## src/rtl/race_timer_ctrl.sv

```systemverilog
// Race sequencing controller with an internal 1 s tick prescaler.
// Runs the start countdown (COUNTDOWN..1, then GO), times the race in whole
// seconds, supports pause/resume and abort, and flags time-out at MAX_SECONDS.
//
// Ports:
//   clk        system clock, rising edge
//   reset_n    asynchronous active-low reset
//   start      level; starts a race from IDLE or DONE
//   pause      level; high holds the race (RACING/PAUSED only)
//   abort      pulse; returns to IDLE from any state
//   finish     pulse; player crossed the line (RACING only)
//   tick       one-cycle pulse per elapsed second
//   state      0=IDLE 1=COUNTDOWN 2=RACING 3=PAUSED 4=DONE
//   count_val  current countdown digit, 0 outside COUNTDOWN
//   go         high from countdown end until the first race second elapses
//   race_secs  elapsed race seconds, saturating at MAX_SECONDS
//   time_out   sticky flag: DONE was reached through the time limit
module race_timer_ctrl #(
  parameter int unsigned TICK_PERIOD = 50000000,
  parameter int unsigned COUNTDOWN   = 3,
  parameter int unsigned MAX_SECONDS = 999
) (
  input  logic       clk,
  input  logic       reset_n,
  input  logic       start,
  input  logic       pause,
  input  logic       abort,
  input  logic       finish,
  output logic       tick,
  output logic [2:0] state,
  output logic [3:0] count_val,
  output logic       go,
  output logic [9:0] race_secs,
  output logic       time_out
);

  localparam int unsigned PW = (TICK_PERIOD > 2) ? $clog2(TICK_PERIOD) : 1;
  localparam logic [PW-1:0] PrescLast = PW'(TICK_PERIOD - 1);
  localparam logic [3:0]    CountInit = 4'(COUNTDOWN);
  localparam logic [9:0]    MaxSecs   = 10'(MAX_SECONDS);

  typedef enum logic [2:0] {
    StIdle      = 3'd0,
    StCountdown = 3'd1,
    StRacing    = 3'd2,
    StPaused    = 3'd3,
    StDone      = 3'd4
  } state_e;

  state_e        state_q, state_d;
  logic [PW-1:0] presc_q, presc_d;
  logic          tick_q, tick_d;
  logic [3:0]    count_q, count_d;
  logic          go_q, go_d;
  logic [9:0]    secs_q, secs_d;
  logic          time_out_q, time_out_d;

  logic          wrap;
  logic [9:0]    secs_inc;

  assign wrap     = (presc_q == PrescLast);
  assign secs_inc = secs_q + 10'd1;

  always_ff @(posedge clk or negedge reset_n) begin
    if (!reset_n) begin
      state_q    <= StIdle;
      presc_q    <= '0;
      tick_q     <= 1'b0;
      count_q    <= '0;
      go_q       <= 1'b0;
      secs_q     <= '0;
      time_out_q <= 1'b0;
    end else begin
      state_q    <= state_d;
      presc_q    <= presc_d;
      tick_q     <= tick_d;
      count_q    <= count_d;
      go_q       <= go_d;
      secs_q     <= secs_d;
      time_out_q <= time_out_d;
    end
  end

  always_comb begin
    state_d    = state_q;
    presc_d    = presc_q;
    tick_d     = 1'b0;
    count_d    = count_q;
    go_d       = go_q;
    secs_d     = secs_q;
    time_out_d = time_out_q;

    if (abort) begin
      state_d    = StIdle;
      presc_d    = '0;
      count_d    = '0;
      go_d       = 1'b0;
      secs_d     = '0;
      time_out_d = 1'b0;
    end else begin
      unique case (state_q)
        StIdle, StDone: begin
          presc_d = '0;
          if (start) begin
            state_d    = StCountdown;
            count_d    = CountInit;
            go_d       = 1'b0;
            secs_d     = '0;
            time_out_d = 1'b0;
          end
        end

        // pause and finish have no effect during the countdown
        StCountdown: begin
          if (wrap) begin
            presc_d = '0;
            tick_d  = 1'b1;
            if (count_q == 4'd1) begin
              state_d = StRacing;
              count_d = '0;
              go_d    = 1'b1;
            end else begin
              count_d = count_q - 4'd1;
            end
          end else begin
            presc_d = presc_q + PW'(1);
          end
        end

        StRacing: begin
          if (finish) begin
            // A coincident wrap is dropped: the time stays frozen as-is.
            state_d = StDone;
            presc_d = '0;
          end else if (pause) begin
            // Prescaler holds so the partial second survives the pause.
            state_d = StPaused;
          end else if (wrap) begin
            presc_d = '0;
            tick_d  = 1'b1;
            go_d    = 1'b0;
            secs_d  = secs_inc;
            if (secs_inc >= MaxSecs) begin
              secs_d     = MaxSecs;
              state_d    = StDone;
              presc_d    = '0;
              time_out_d = 1'b1;
            end
          end else begin
            presc_d = presc_q + PW'(1);
          end
        end

        StPaused: begin
          if (!pause) begin
            state_d = StRacing;
          end
        end

        default: begin
          state_d = StIdle;
          presc_d = '0;
        end
      endcase
    end
  end

  assign tick      = tick_q;
  assign state     = state_q;
  assign count_val = count_q;
  assign go        = go_q;
  assign race_secs = secs_q;
  assign time_out  = time_out_q;

endmodule
```

## config.mk

```make
export PLATFORM = sky130hd
export DESIGN_NAME = race_timer_ctrl
export DESIGN_NICKNAME = d
export VERILOG_FILES = /design/src/rtl/race_timer_ctrl.sv
export SDC_FILE = /design/constraint.sdc
export NUM_CORES = 1
export LEC_CHECK = 0
export CAP_MARGIN = 20
export CORE_ASPECT_RATIO = 0.7
export CORE_MARGIN = 2
export CORE_UTILIZATION = 55
export DETAILED_ROUTE_END_ITERATION = 10
export GPL_TIMING_DRIVEN = 0
export PLACE_DENSITY = 0.77
export SYNTH_ARGS = -nofsm -noshare
export SYNTH_HDL_FRONTEND = slang
export SYNTH_SLANG_ARGS = --single-unit
```

## constraint.sdc

```tcl
create_clock -name clk -period 2.4 [get_ports clk]
set_input_delay 0.36 -clock clk [delete_from_list [all_inputs] [get_ports clk]]
set_output_delay 0.36 -clock clk [all_outputs]
set_load 0.05 [all_outputs]
```

* Yosys cells after proc, flatten, opt, wreduce, memory -nomap -nowiden
Index checks and enable logic that the tools add are counted.
Word-level totals: bits in registers 46, word-level logic and storage cells 86, output and inout bits 20, input port bits 6
Operators by class: magnitude comparators 1, reductions and logical operators 11, $add $sub $neg 3, equality and inequality tests 18, multiplexer cells 46
Operators by type and width (number):
- 26-bit two-way mux | 4
- 26-bit one-hot mux with 3 select lines | 1
- 10-bit two-way mux | 6
- 3-bit two-way mux | 9
- 26-bit by 1-bit adder with 26-bit output (second input constant) | 1
- 26-bit == test (second input constant) | 1
- 3-bit != test (second input constant) | 8
- 10-bit one-hot mux with 2 select lines | 1
- 1-bit two-way mux | 16
- 4-bit two-way mux | 4
- 3-bit one-hot mux with 4 select lines | 1
- 6-bit AND reduction | 2
- 10-bit by 1-bit adder with 10-bit output (second input constant) | 1
- 10-bit >= comparator (second input constant) | 1
- 5-bit != test (second input constant) | 2
- 4-bit one-hot mux with 2 select lines | 1
- 7-bit AND reduction | 1
- 3-bit by 2-bit == test with 1-bit output (second input constant) | 2
- 3-bit nonzero test | 2
- 5-bit AND reduction | 1
- 4-bit by 1-bit == test with 1-bit output (second input constant) | 1
- 4-bit != test (second input constant) | 1
- 1-bit one-hot mux with 2 select lines | 2
- 4-bit nonzero test | 1
- other kinds (9) | 9

* Longest topological paths before layout
depth after elaboration 8, depth in mapped cells 9, depth with buffers taken out 8

* Worst setup path before layout
Ideal clock, no wire load.
path type register to register, start register secs_q[0] (netlist: race_secs[0]), end register secs_q[3] (netlist: race_secs[3]), data required time 2.275 ns, setup time 0.125 ns, cell stages (with the launch flop) 8, arrival 2.269 ns, path slack 0.006 ns, clock period less this slack 2.394 ns, buffers on the path 0, cells stage by stage dfrtp_1 -> ha_1 -> nand3_1 -> or3_1 -> a221oi_1 -> o31ai_2 -> o221ai_1 -> nand2_1
Between the ends: cells in the longest elaborated chain, start to end 8
RTL lines:
- start: declaration | line 55 | logic [9:0] secs_q, secs_d;
- start signal: assignment | line 79 | secs_q <= secs_d;
- 10-bit by 1-bit adder with 10-bit output (*) | line 62 | assign secs_inc = secs_q + 10'd1;
- 10-bit >= comparator | line 143 | if (secs_inc >= MaxSecs) begin
- 10-bit two-way mux (*) | line 143
- 10-bit two-way mux (*) | line 138 | end else if (wrap) begin
- 10-bit two-way mux (*) | line 135 | end else if (pause) begin
- 10-bit two-way mux (*) | line 131 | if (finish) begin
- 10-bit one-hot mux with 2 select lines (*) | line 101 | unique case (state_q)
- 10-bit two-way mux (*) | line 93 | if (abort) begin
Every way passes the cells marked *; elsewhere a longest branch is shown, timed or not. The select of a mux whose other input is x is not followed. A chain may end at the register's enable or synchronous reset.

* Worst setup path after layout
start register presc_q[0], end register state_q[0] (netlist: state[0])
Between the ends: cells in the longest elaborated chain, start to end 3, elaborated cells between the ends (all ways) 4, those cells by class eq/ne (3); reduce/logical (1)
RTL lines:
- start: declaration | line 51 | logic [PW-1:0] presc_q, presc_d;
- start signal: assignment | line 75 | presc_q <= presc_d;
- 26-bit == test (*) | line 61 | assign wrap = (presc_q == PrescLast);
- 5-bit != test (no source line) / 3-bit != test (equally long branches)
- 6-bit AND reduction (no source line) (*)
- end signal: assignment | line 66 | state_q <= StIdle;
- end signal: assignment | line 74 | state_q <= state_d;
- end: declaration | line 50 | state_e state_q, state_d;
Every way passes the cells marked *; elsewhere a longest branch is shown, timed or not.

==> results.cfg <==
[logic_synthesis]
synth_cell_type_count = 58
ys.flop_type = dfrtp_1
yosysTopAreaCellShare_pct = 40.2
yosys.area.top_type = dfrtp_1
synth_nets = 346
synth_enable_flop_cells = 0
async_flop_share_pct = 100
avgSynthCellArea_sq_um = 8.55
ys_seq_area_share_pct = 40.2
syn-instance-count = 335
yosys_warnings = 0
syn_area_sq_mm = 0.00286
synthTopCellsByArea = dfrtp_1 (40%), o21ai_0 (6.6%), nor2_1 (4.7%), nand2_1 (3.9%), nand3_1 (3.0%)
ys_seq_elements = 46

[grt]
grt_pass1_wl_um = 11900
antenna_found_initial = 0
grt_max_degree = 30
grt_overflow = 0
first_global_vias = 2416
grt_usage_pct = 25.3

[placement]
dp_slack_ns = -0.180
portBuffers = 25
placed_cell_area_sq_mm = 0.00321
dp_hpwl_um = 5030
gp_congestion = 0.894

[timing]
setup_violations = 0
layout_setup_ws_ns = 0.145
worstMarginPinSlew_ns = 0.607
fin_skew_ns = 0.0175
fin_crit_ns = 2.25
timing.setup.tns_ns = 0
hold_viol_final = 0
fin_crit_sh_pct = 93.9
maxSlewHeadroom_pct = 59.0
fmax_mhz = 444
drv_slew = 0

[cells_and_area]
area_delta_synth_final_pct = 19.4
fin_nets = 382
antenna-diode-count = 0
drive_above_1_share_pct = 11.0
final_area_sq_mm = 0.00342

[setup_path]
ff2ff_path_depth = 8
regToRegSetupSlack_ns = 0.15
worstSetupStartpointType = flop
crit_path_end_kind = flop
worstSetupPathType = flop to flop
crit_path_max_fanout = 5
critPathArrivalTime_ns = 2.43
crit_required_ns = 2.58
r2r_end = state[0]$_DFFE_PN0P_
reg2reg_from = presc_q[0]$_DFFE_PN0P_

[drt]
vias = 2664
wl_met1_um = 3600
drtIter0Drc = 223
vias_per_cell = 6.04
first_pass_iters = 5
wl_per_cell_um = 15.8
dr_wl_met3_um = 392
highest_layer = met4
drc = 0
ant_nets = 0
drt-total-wl_um = 6960
dr_wl_met2_um = 2910

[clock_network]
numCtsBuffers = 5
clockBufferDepth = 2
path_clk_slew_ns = 0.09
clockRootBuffer = clkbuf_8
cts.sink_count = 46
clk_latency_ns = 0.31
cts_tree = yes
htree_levels = 2

[floorplan]
core.rowCount = 21
die_w_um = 90.2
die_h_um = 64.4
core-area_sq_mm = 0.00489
top_level_ports = 26
dieArea_sq_mm = 0.00581
initial_core_util_pct = 58.6

[power_and_ir_drop]
power_leakage_nw = 1.29
ir_worst_vdd_mv = 0.559
power_density_mw_per_mm2 = 592

[hold_path]
hold_path.class = flop to flop
min_from = time_out$_DFFE_PN0P_
holdPathStages = 1
hold_path_end = time_out$_DFFE_PN0P_

[flow_run]
drv_cap = 0

[outcome]
status = complete, no violations
timing repair:
action | CTS | global route
endpoints found under the setup margin | 14 | 33
pin swaps | 1 | 1
hold buffers | 1 | 0
hold endpoints to repair | 17 | 0
resized for setup | 3 | 13
setup buffers | 0 | 2
placed cells by master (no fill, tap or decap), types with 6 or more instances in the layout:
| master | n |
|---|---|
| clkbuf_1 | 7 |
| clkdlybuf4s50_1 | 24 |
| and3_1 | 6 |
| nor3_1 | 10 |
| nor2_1 | 34 |
| nand2_1 | 30 |
| nand4_1 | 9 |
| inv_1 | 17 |
| xnor2_1 | 6 |
| dfrtp_1 | 44 |
| o21ai_0 | 38 |
| a21oi_1 | 11 |
| nand3_1 | 16 |
| or3_1 | 11 |
worst max path at each step:
stage	start	to	cells after the start
global placement	reset_n	race_secs[3]$_DFFE_PN0P_	1
detailed placement	finish	race_secs[4]$_DFFE_PN0P_	7
floorplan	race_secs[0]$_DFFE_PN0P_	race_secs[3]$_DFFE_PN0P_	7
finish	presc_q[0]$_DFFE_PN0P_	state[0]$_DFFE_PN0P_	8
global route	race_secs[3]$_DFFE_PN0P_	state[1]$_DFFE_PN0P_	6
CTS	presc_q[0]$_DFFE_PN0P_	state[0]$_DFFE_PN0P_	8
worst max-delay path: stages (launching register included):
cell and delay [ns]:
dfrtp_2 0.43, ha_2 0.23, nand4_1 0.22, nor2_4 0.19, and4_1 0.20, buf_6 0.12
nand2_1 0.11, a221oi_4 0.28, mux2_1 0.35
stage by stage:
step	util, %	total power [mW]	std cells	hold slack (ns)
after CTS	68.3	2.01	439	0.501
after floorplan	-	1.24	335	0.0644
after global routing	70.0	2.12	441	0.517
after global placement	65.5	1.41	429	0.475
final	70.0	2.02	441	0.496
after detailed placement	65.8	1.42	430	0.321
power breakdown:
part | leakage [nW] | switching [mW] | total (mW) | internal [mW]
clock network | 0.0524 | 0.275 | 0.587 | 0.312
logic | 0.602 | 0.375 | 0.579 | 0.204
registers | 0.634 | 0.0481 | 0.856 | 0.808
total | 1.29 | 0.698 | 2.02 | 1.32
cells in the mapped netlist, drive strengths merged, types with 5 or more instances:
cell type   n
clkbuf      7
nand2      30
nor2b       6
nor2       36
or3        12
o21ai      38
a21oi      11
dfrtp      46
nand4       9
ha          5
inv        17
nand3      17
xnor2       7
buf         7
xor2        5
nor3       12
o31ai       6
and3        6
state kept, by name (all words and copies together) (netlist names):
register / cells
time_out: 1
count_val: 4
go: 1
tick: 1
presc_q: 26
race_secs: 10
state: 3
per-layer routing:
metal	up-vias	track usage [%]
li1	1288	-
met1	1271	39.9
met2	95	35.8
met3	10	4.01
met4	0	6.15
met5	-	0
area by class of cell:
type | count | area (sq um)
plain buffers | 14 | 75.1
repair buffers | 29 | 290
flip-flops and latches | 46 | 1150
clock inverters | 1 | 30.0
fillers | 416 | 1470
well taps | 69 | 86.3
clock buffers | 7 | 76.3
inverters | 17 | 63.8
multi-input cells | 258 | 1640
logic make-up (layout without fill, tap and decap cells):
kind of cell | count (synthesis) | after routing | synth area share, %
buf+inv | 31 | 68 | 4.81
xor+xnor | 12 | 12 | 3.67
flops | 46 | 46 | 40.2
simple gates | 156 | 156 | 29.3
compound gates | 83 | 83 | 19.1
fa+ha+maj | 5 | 5 | 2.19
mux | 2 | 2 | 0.743
(Power assumes the default switching activity.)
